==> src/rtl/instruction_memory_if.sv <==
// Fetch-side bus between the PC logic and the instruction ROM.
// The master drives the byte address; the slave returns the registered word.
interface instruction_memory_if;
   logic [31:0] instructionAddress;
   logic [31:0] instruction;

   modport master (
      output instructionAddress,
      input  instruction
   );

   modport slave (
      input  instructionAddress,
      output instruction
   );
endinterface

==> src/rtl/instruction_memory.sv <==
// Read-only boot program store for the IF stage; the word is registered on the
// falling edge so the IF/ID register sees a settled value on the next rising edge.
module instruction_memory #(
   parameter int DEPTH = 256
) (
   input  logic                 CLK,
   input  logic                 RST_N,
   instruction_memory_if.slave  bus
);

   localparam int PROGRAM_WORDS = 8;

   logic [29:0] wordIndex;
   logic        inRange;
   logic [31:0] romWord;
   logic        unusedByteOffset;

   assign wordIndex        = bus.instructionAddress[31:2];
   assign unusedByteOffset = ^bus.instructionAddress[1:0];

   // Indices at or past DEPTH read as NOP rather than aliasing back onto the program.
   assign inRange = (wordIndex < 30'(DEPTH));

   always_comb begin
      romWord = 32'h0000_0000;
      if (inRange && (wordIndex < 30'(PROGRAM_WORDS))) begin
         case (wordIndex[2:0])
            3'd0:    romWord = 32'h2008_0005;
            3'd1:    romWord = 32'h2009_000A;
            3'd2:    romWord = 32'h0109_5020;
            3'd3:    romWord = 32'hAC0A_0000;
            3'd4:    romWord = 32'h8C0B_0000;
            3'd5:    romWord = 32'h016A_6022;
            3'd6:    romWord = 32'h1180_0001;
            default: romWord = 32'h0000_0000;
         endcase
      end
   end

   always_ff @(negedge CLK or negedge RST_N) begin
      if (!RST_N) begin
         bus.instruction <= 32'h0000_0000;
      end else begin
         bus.instruction <= romWord;
      end
   end

endmodule

==> src/flat_wrapper.sv <==
// flat-port wrapper written by rule: the top's interface ports become plain ports
module instruction_memory_flat 
#(
   parameter int DEPTH = 256
)
  (CLK, RST_N, bus_instructionAddress, bus_instruction);
  instruction_memory_if bus_i ();
  input  logic CLK;
  input  logic RST_N;
  input wire logic [$bits(bus_i.instructionAddress)-1:0] bus_instructionAddress;
  output wire logic [$bits(bus_i.instruction)-1:0] bus_instruction;
  assign bus_i.instructionAddress = bus_instructionAddress;
  assign bus_instruction = bus_i.instruction;
  instruction_memory #(.DEPTH(DEPTH)) u_core (.CLK(CLK), .RST_N(RST_N), .bus(bus_i));
endmodule
==> config.mk <==
export PLATFORM = sky130hd
export DESIGN_NAME = instruction_memory_flat
export DESIGN_NICKNAME = d
export VERILOG_FILES = /design/src/rtl/instruction_memory_if.sv /design/src/rtl/instruction_memory.sv /design/src/flat_wrapper.sv
export SDC_FILE = /design/constraint.sdc
export NUM_CORES = 1
export LEC_CHECK = 0
export CORE_MARGIN = 2
export CORE_UTILIZATION = 31
export DETAILED_ROUTE_END_ITERATION = 10
export PLACE_DENSITY = 0.78
export SLEW_MARGIN = 40
export SYNTH_ARGS = -nofsm -noshare
export SYNTH_HDL_FRONTEND = slang
export SYNTH_SLANG_ARGS = --single-unit
==> constraint.sdc <==
create_clock -name CLK -period 0.81 [get_ports CLK]
set_input_delay 0.162 -clock CLK [delete_from_list [all_inputs] [get_ports CLK]]
set_output_delay 0.162 -clock CLK [all_outputs]
set_load 0.005 [all_outputs]
After elaboration in Yosys (flattened, before gate mapping):

Cells that the tools add are included.

* flip-flop bits (word level): 32
* output and inout bits: 32
* word-level logic and storage cells: 13

* order comparisons: 2
* multiplexer cells: 2
* eq/ne operators: 6
* reduce and logical (&&, ||, !) cells: 2

Operators with widths (count)
* $pmux W32 S7: 1
* $mux W32: 1
* $lt A30 B4 Y1 const B: 1
* $lt A30 B9 Y1 const B: 1
* $eq A3 B3 Y1 const B: 3
* $eq A3 B2 Y1 const B: 2
* $eq A3 B1 Y1 const B: 1
* $logic_not A3 Y1: 1
* $logic_and A1 B1 Y1: 1

Depth between registers and ports, before layout:

Gate-level depths: netlist (run 1).

* depth after elaboration: 3
* gate-level depth with buffers: 4
* mapped depth without buffers: 3

==> results of run 1 <==
[worst max-delay path, delay by kind of cell (launching register included)]
kind     cells  cell delay, ns
flops        1            0.43
buf+inv      3            0.27
[metrics by stage]
stage          area, um2  power [uW]  setup WS [ns]
5_1_grt             1540        1580         -0.784
2_1_floorplan        971         859         -0.513
4_1_cts             1480        1510         -0.728
6_report            1540        1510         -0.732
3_3_place_gp        1400        1020          -1.05
3_5_place_dp        1400        1030          -1.11
[final timing paths]
kind | end | slack, ns | depth (start not counted)
worst max-delay path | bus_instruction[22] | -0.73 | 3
worst min-delay path | u_core.bus.instruction[1] | 0.49 | 2
max in group asynchronous | u_core.bus.instruction[17] | 0.17 | 2
min in group CLK | u_core.bus.instruction[29] | 0.67 | 4
[cells in the mapped netlist, drive strengths merged]
cell type	count
buf	20
dfrtn	14
nor3	9
nor4	9
a21oi	3
clkbuf	3
a211oi	2
nand2b	2
nor2b	2
or3	2
conb	1
inv	1
nand3	1
nand3b	1
nand4	1
nor3b	1
nor4b	1
o21a	1
xor2	1
[power groups by stage]
stage | clock [uW] | sequential [uW] | combinational (uW)
floorplan | 0 | 715 | 143
global placement | 0 | 715 | 308
detailed placement | 0 | 715 | 315
CTS | 495 | 702 | 315
global route | 524 | 702 | 355
finish | 478 | 702 | 328
[routing by layer]
| metal | vias to the layer above | share of wire [%] | global-route usage (%) |
|---|---|---|---|
| met1 | 358 | 32 | 16.1 |
| met5 | - | 0 | 0 |
| met3 | 6 | 8.4 | 3.49 |
| li1 | 349 | - | - |
| met4 | 0 | 2.5 | 6.27 |
| met2 | 44 | 57 | 29.1 |
[logic make-up (layout without fill, tap and decap cells)]
group	Yosys count	in the layout	share of synthesized area [%]
xor gates and xnor gates	1	1	1.06
other	1	12	0.453
AOI/OAI and AO/OA	6	6	5.74
and+or+nand+nor	29	29	30.4
DFF	14	14	42.3
buffers and inverters	24	70	20.1
[final cells by class]
class	count	area [um2]	share of cell area, %
Clock buffer	4	36.3	2.35
Inverter	1	3.75	0.243
Multi-Input combinational cell	48	559	36.3
Sequential cell	14	350	22.7
Tap cell	30	37.5	2.43
Timing Repair Buffer	65	556	36.0
[repair_timing]
item / 4_1_cts / 5_1_grt
setup endpoints to repair: 34 / 34
buffers inserted: 3 / 2
gates cloned: 1 / 0
hold buffers: 0 / 0
resized for setup: 214 / 11
pin swaps: 21 / 12
==> results list, run 1 <==
- Run status: finished, violations left
* Violated checks: setup timing
- Among the stages of the critical path, the cell type that occurs most often is buf_6.
- The repair_antennas step left the layout with diodes totalling 0.
- Number of placement rows: 18
* Number of levels in the clock H-tree: 1
- Total leakage power: 0.000803 uW
- In the post-route analysis, the smallest setup slack over all paths is -0.732 ns.
* Detailed-route vias per instance: 4.67
* Data arrival, critical path: 1.38 ns
* Register with the most flip-flops: u_core.bus.instruction
* Num Clock Sinks: 14
- Top cells by area in the synthesized netlist: dfrtn_1 42%, buf_4 16%, nor3_2 9.7%
- 66 I/O pins were placed.
- The top cell type by area accounts for 42.3% of the synthesized area.
- After detailed routing, the number of remaining DRC violations is 0.
* Maximum ir drop on the vdd rail: 0.902 mV
- First-pass GRT wire length: 3730 um
* Final-report setup violation count: 34
- TritonCTS built the clock tree.
- In the final design database the tool counted 167 nets.
* Total wirelength of the detailed-routed design: 2240 um
* Share of final-layout standard cells stronger than drive strength 1: 65.9%
* Crit path largest cell delay: 0.43 ns
* Commonest cells after routing, fill and taps aside: 25 x buf_2, 18 x buf_6, 14 x dfrtn_1
- Across the run, the number of max-cap violations was 0.
* Number of vias after detailed routing: 757
- Cell chain of the critical path: buf_6 -> buf_6 -> buf_6
- Die Y-Extent: 55.7 um
- Final ANT Viol Nets: 0
* Clock transition at the registers of the reported paths: 0.06 ns
- Critical path data required time: 0.65 ns
- Clock root buffer master: clkbuf_4
- The slowest stage of the critical path is the dfrtn_1 cell.
- Starting utilization of the core area: 33.1%
- The die covers 3100 um2.
- After synthesis, the mean cell area works out to 11.0 um2.
* Total track usage: 15.4%
- Count of state elements after synthesis: 14
- # placed instances: 152
- Inserted Clock Buffers: 3
- The worst setup path is of the reg -> out kind.
* Clock share of power: 31.7%
- Synthesis handed over a netlist of 75 instances.
* Hpwl dp: 1640 um
- The share of total power dissipated in sequential elements is 46.5%.
* Worst slack on hold paths: 0.493 ns
* Combinational cell fraction of total power: 21.8%
* Count of different cell masters after synthesis: 23
* Vias in the first global route: 769
- After detailed routing, the average wire length per cell comes to 13.8 um.
- Cell internal power was estimated by the tool at 1140 uW.
- Sequential area share after synthesis: 42.3%
- Switching part of the total power: 24.2%
- Core area: 2500 um2
- Buffer depth of the longest clock path: 2
- Synthesized area: 828 um2
* Setup repair after global routing missed its margin: yes
* Most common cell after layout, fill and taps aside: buf_2
- Timing startpoint of the critical path: u_core.bus.instruction[22]
- Power spread over the standard cell area amounts to 978 nW/um2.
- Routability congestion estimate: 0.690
- Once layout is complete, the utilization of the core stands at 61.7%.
- Total net switching power: 365 uW
- Of all cell types, the one taking the most synthesized area is dfrtn_1.
- Die width: 55.7 um
- Number of flip-flops under the largest register name: 14
- The tightest min-delay check is of the in -> async type.
* Post-Layout Cell Count: 162
* Endpoint kind of the worst setup timing path: output pin
- Fin. Hold Viols: 0
- Largest regs: u_core.bus.instruction x14
- Nature of the critical path startpoint: flip-flop
- Critical path fanouts, max: 2
- Entering global routing, the biggest net connects 15 pins.
- The number of antenna violations at the first check in global routing was 0.
- Setup_tns: -17.75 ns
- Buffers placed on the I/O ports in this run total 51.
- After the first detailed-routing iteration, the DRC count stood at 9.
- Count of warnings emitted by yosys: 0
- Relative to the synthesized area, the layout overhead comes to 86.3%.
- Number of max-slew violations in the final report: 0
- The first TritonRoute pass finished after 4 iterations.
- Sum of overflow across all layers after global routing: 0
* Layout fillers: 204
(Power assumes the default switching activity.)
==> run 2: changes to the inputs <==
--- a/config.mk
+++ b/config.mk
@@ -8,7 +8,9 @@
 export CORE_MARGIN = 2
 export CORE_UTILIZATION = 31
 export DETAILED_ROUTE_END_ITERATION = 10
-export PLACE_DENSITY = 0.78
+export DONT_BUFFER_PORTS = 1
+export MAX_ROUTING_LAYER = met4
+export PLACE_DENSITY = 0.47
 export SLEW_MARGIN = 40
 export SYNTH_ARGS = -nofsm -noshare
 export SYNTH_HDL_FRONTEND = slang
==> results list, run 2 (synthesized netlist as in run 1, its figures left out) <==
* Total track usage: 9.45% (-5.9 points)
* Type of the worst min-delay path: in -> async
- Num Clock Sinks: 14 (unchanged)
- The setup fix buffers added after clock tree synthesis came to 0 (-3).
- Clock root buffer master: clkbuf_4
* Sum of overflow across all layers after global routing: 0 (unchanged)
- Multi-input logic area: 522 um2 (-6.7%)
* Antenna diode count: 0 (unchanged)
- The number of antenna violations at the first check in global routing was 0 (unchanged).
- The highest fanout seen on the critical path was 3 (+1).
- Critical Setup Path Class: reg -> out
- Post-layout worst setup margin: -0.508 ns (+0.224 ns)
- The worst-case vdd ir drop is 0.809 mV (-10%).
- Final-report setup violation count: 34 (unchanged)
- Routability congestion estimate: 0.695 (+0.73%)
* Met3 Track Usage GR: 3.02% (-0.47 points)
* Share of final-layout standard cells stronger than drive strength 1: 45.1% (-21 points)
* Number of placement rows: 18 (unchanged)
- The count of buffers inserted at the top-level ports came to 0 (-100%).
- Most common cell after layout, fill and taps aside: dfrtn_1
* Starting utilization of the core area: 33.1% (unchanged)
* Register with the most flip-flops: u_core.bus.instruction
* Number of max-slew violations in the final report: 0 (unchanged)
* Final ANT Viol Nets: 0 (unchanged)
* IO Pins: 66 (unchanged)
- Buffer depth of the longest clock path: 2 (unchanged)
- Router iterations before antenna repair: 4 (unchanged)
* Clock transition at the registers of the reported paths: 0.05 ns (about the same)
- Die Y-Extent: 55.7 um (unchanged)
* Worst slack on hold paths: -0.129 ns (-0.623 ns)
* Commonest cells after routing, fill and taps aside: 14 x dfrtn_1, 12 x conb_1, 9 x nor4_4
* Post-route total power: 1160 uW (-23%)
- Die width: 55.7 um (unchanged)
* First-pass GRT wire length: 2180 um (-41%)
- Total leakage power: 0.000418 uW (-48%)
- Number of flip-flops under the largest register name: 14 (unchanged)
- The met2 track demand over resource came to 12.9% (-16 points).
* Hpwl dp: 1150 um (-30%)
- The worst setup path is captured at an output pin.
- Average routed wire per standard cell: 14.5 um (+4.9%)
- Full die area: 3100 um2 (unchanged)
- Data arrival, critical path: 1.16 ns (-0.22 ns)
* Detailed-route vias per instance: 5.01 (+7.2%)
- The met1 track demand over resource in global routing was 11.4% (-4.7 points).
- STA classifies the critical path startpoint as a flip-flop.
- In the final layout, the registers with the most flip-flops are u_core.bus.instruction x14.
* Total power per unit cell area: 1170 nW/um2 (+20%)
* Core area: 2500 um2 (unchanged)
- Number of vias after detailed routing: 506 (-33%)
* Layout fillers: 239 (+17%)
- The area used by sequential logic in the layout came to 350 um2 (unchanged).
* Finished Core Util: 39.7% (-22 points)
- TritonCTS built the clock tree.
- The number of remaining DRC errors was 0 (unchanged).
- The flow ran to the end, but the final reports show violations.
- Setup repair after global routing missed its margin: yes
- The final reports fail on hold timing, setup timing.
- Total wirelength of the detailed-routed design: 1460 um (-35%)
- Fin. Hold Viols: 14 (+14)
- The number of nets in the final layout is 107 (-36%).
- The via count of the first global-routing pass came to 462 (-40%).
* Number of levels in the clock H-tree: 1 (unchanged)
- Most used routing layer: met2
* Synthesis-to-finish area growth: 19.9%
- Max-capacitance violation count: 0 (unchanged)
* Number of violations reported at the end of detailed-routing iteration 0: 4 (-5)
- Pin count of the biggest net entering global routing: 15 (unchanged)
- Inserted Clock Buffers: 3 (unchanged)
- The worst path required time came to 0.65 ns (about the same).
[run 2: repair_timing]
item,4_1_cts,5_1_grt
endpoints found under the setup margin,34,34
endpoints found under the hold margin,14,14
pin swaps,3,1
gates resized for setup,9,7
[run 2: through the flow]
stage	instances	instance area (um2)	setup TNS, ns	setup WS, ns
after floorplan	86	971	-10.31	-0.513
after global placement	98	863	-12.27	-0.679
after detailed placement	98	863	-12.23	-0.658
after CTS	101	942	-13.39	-0.529
after global routing	101	993	-15.39	-0.552
final	101	993	-13.93	-0.508
[run 2: layout make-up]
type                            instances  share of cell area [%]
Clock buffer                            3                    2.27
Inverter                                1                   0.378
Multi-Input combinational cell         48                    52.5
Sequential cell                        14                    35.3
Tap cell                               30                    3.78
Timing Repair Buffer                    5                    5.79
[run 2: routing by layer]
metal  share of wire (%)  up-vias
met4                 1.5        0
met1                  39      239
met3                  11        2
met2                  48       38
li1                    -      227
met5                   0        -
[run 2: power by group]
group / leakage (uW) / internal (uW) / switching [uW]
sequential: 0.000196 / 703 / 0.00000232
clock: 0.0000138 / 172 / 185
combinational: 0.000208 / 47.5 / 56.4
[run 2: worst paths after layout]
path                                             from                         end  slack, ns  cells past startpoint
worst min-delay path                            RST_N  u_core.bus.instruction[22]      -0.13                      0
worst max-delay path       u_core.bus.instruction[27]         bus_instruction[26]      -0.51                      0
min in group CLK            bus_instructionAddress[4]  u_core.bus.instruction[12]       0.39                      1
max in group asynchronous                       RST_N   u_core.bus.instruction[3]       0.84                      0
==> run 3: changes to the inputs <==
--- a/config.mk
+++ b/config.mk
@@ -11,6 +11,7 @@
 export DONT_BUFFER_PORTS = 1
 export MAX_ROUTING_LAYER = met4
 export PLACE_DENSITY = 0.47
+export SKIP_LAST_GASP = 1
 export SLEW_MARGIN = 40
 export SYNTH_ARGS = -nofsm -noshare
 export SYNTH_HDL_FRONTEND = slang
==> results of run 3 <==
Final layout, timing and power as in run 2 (identical DEF).
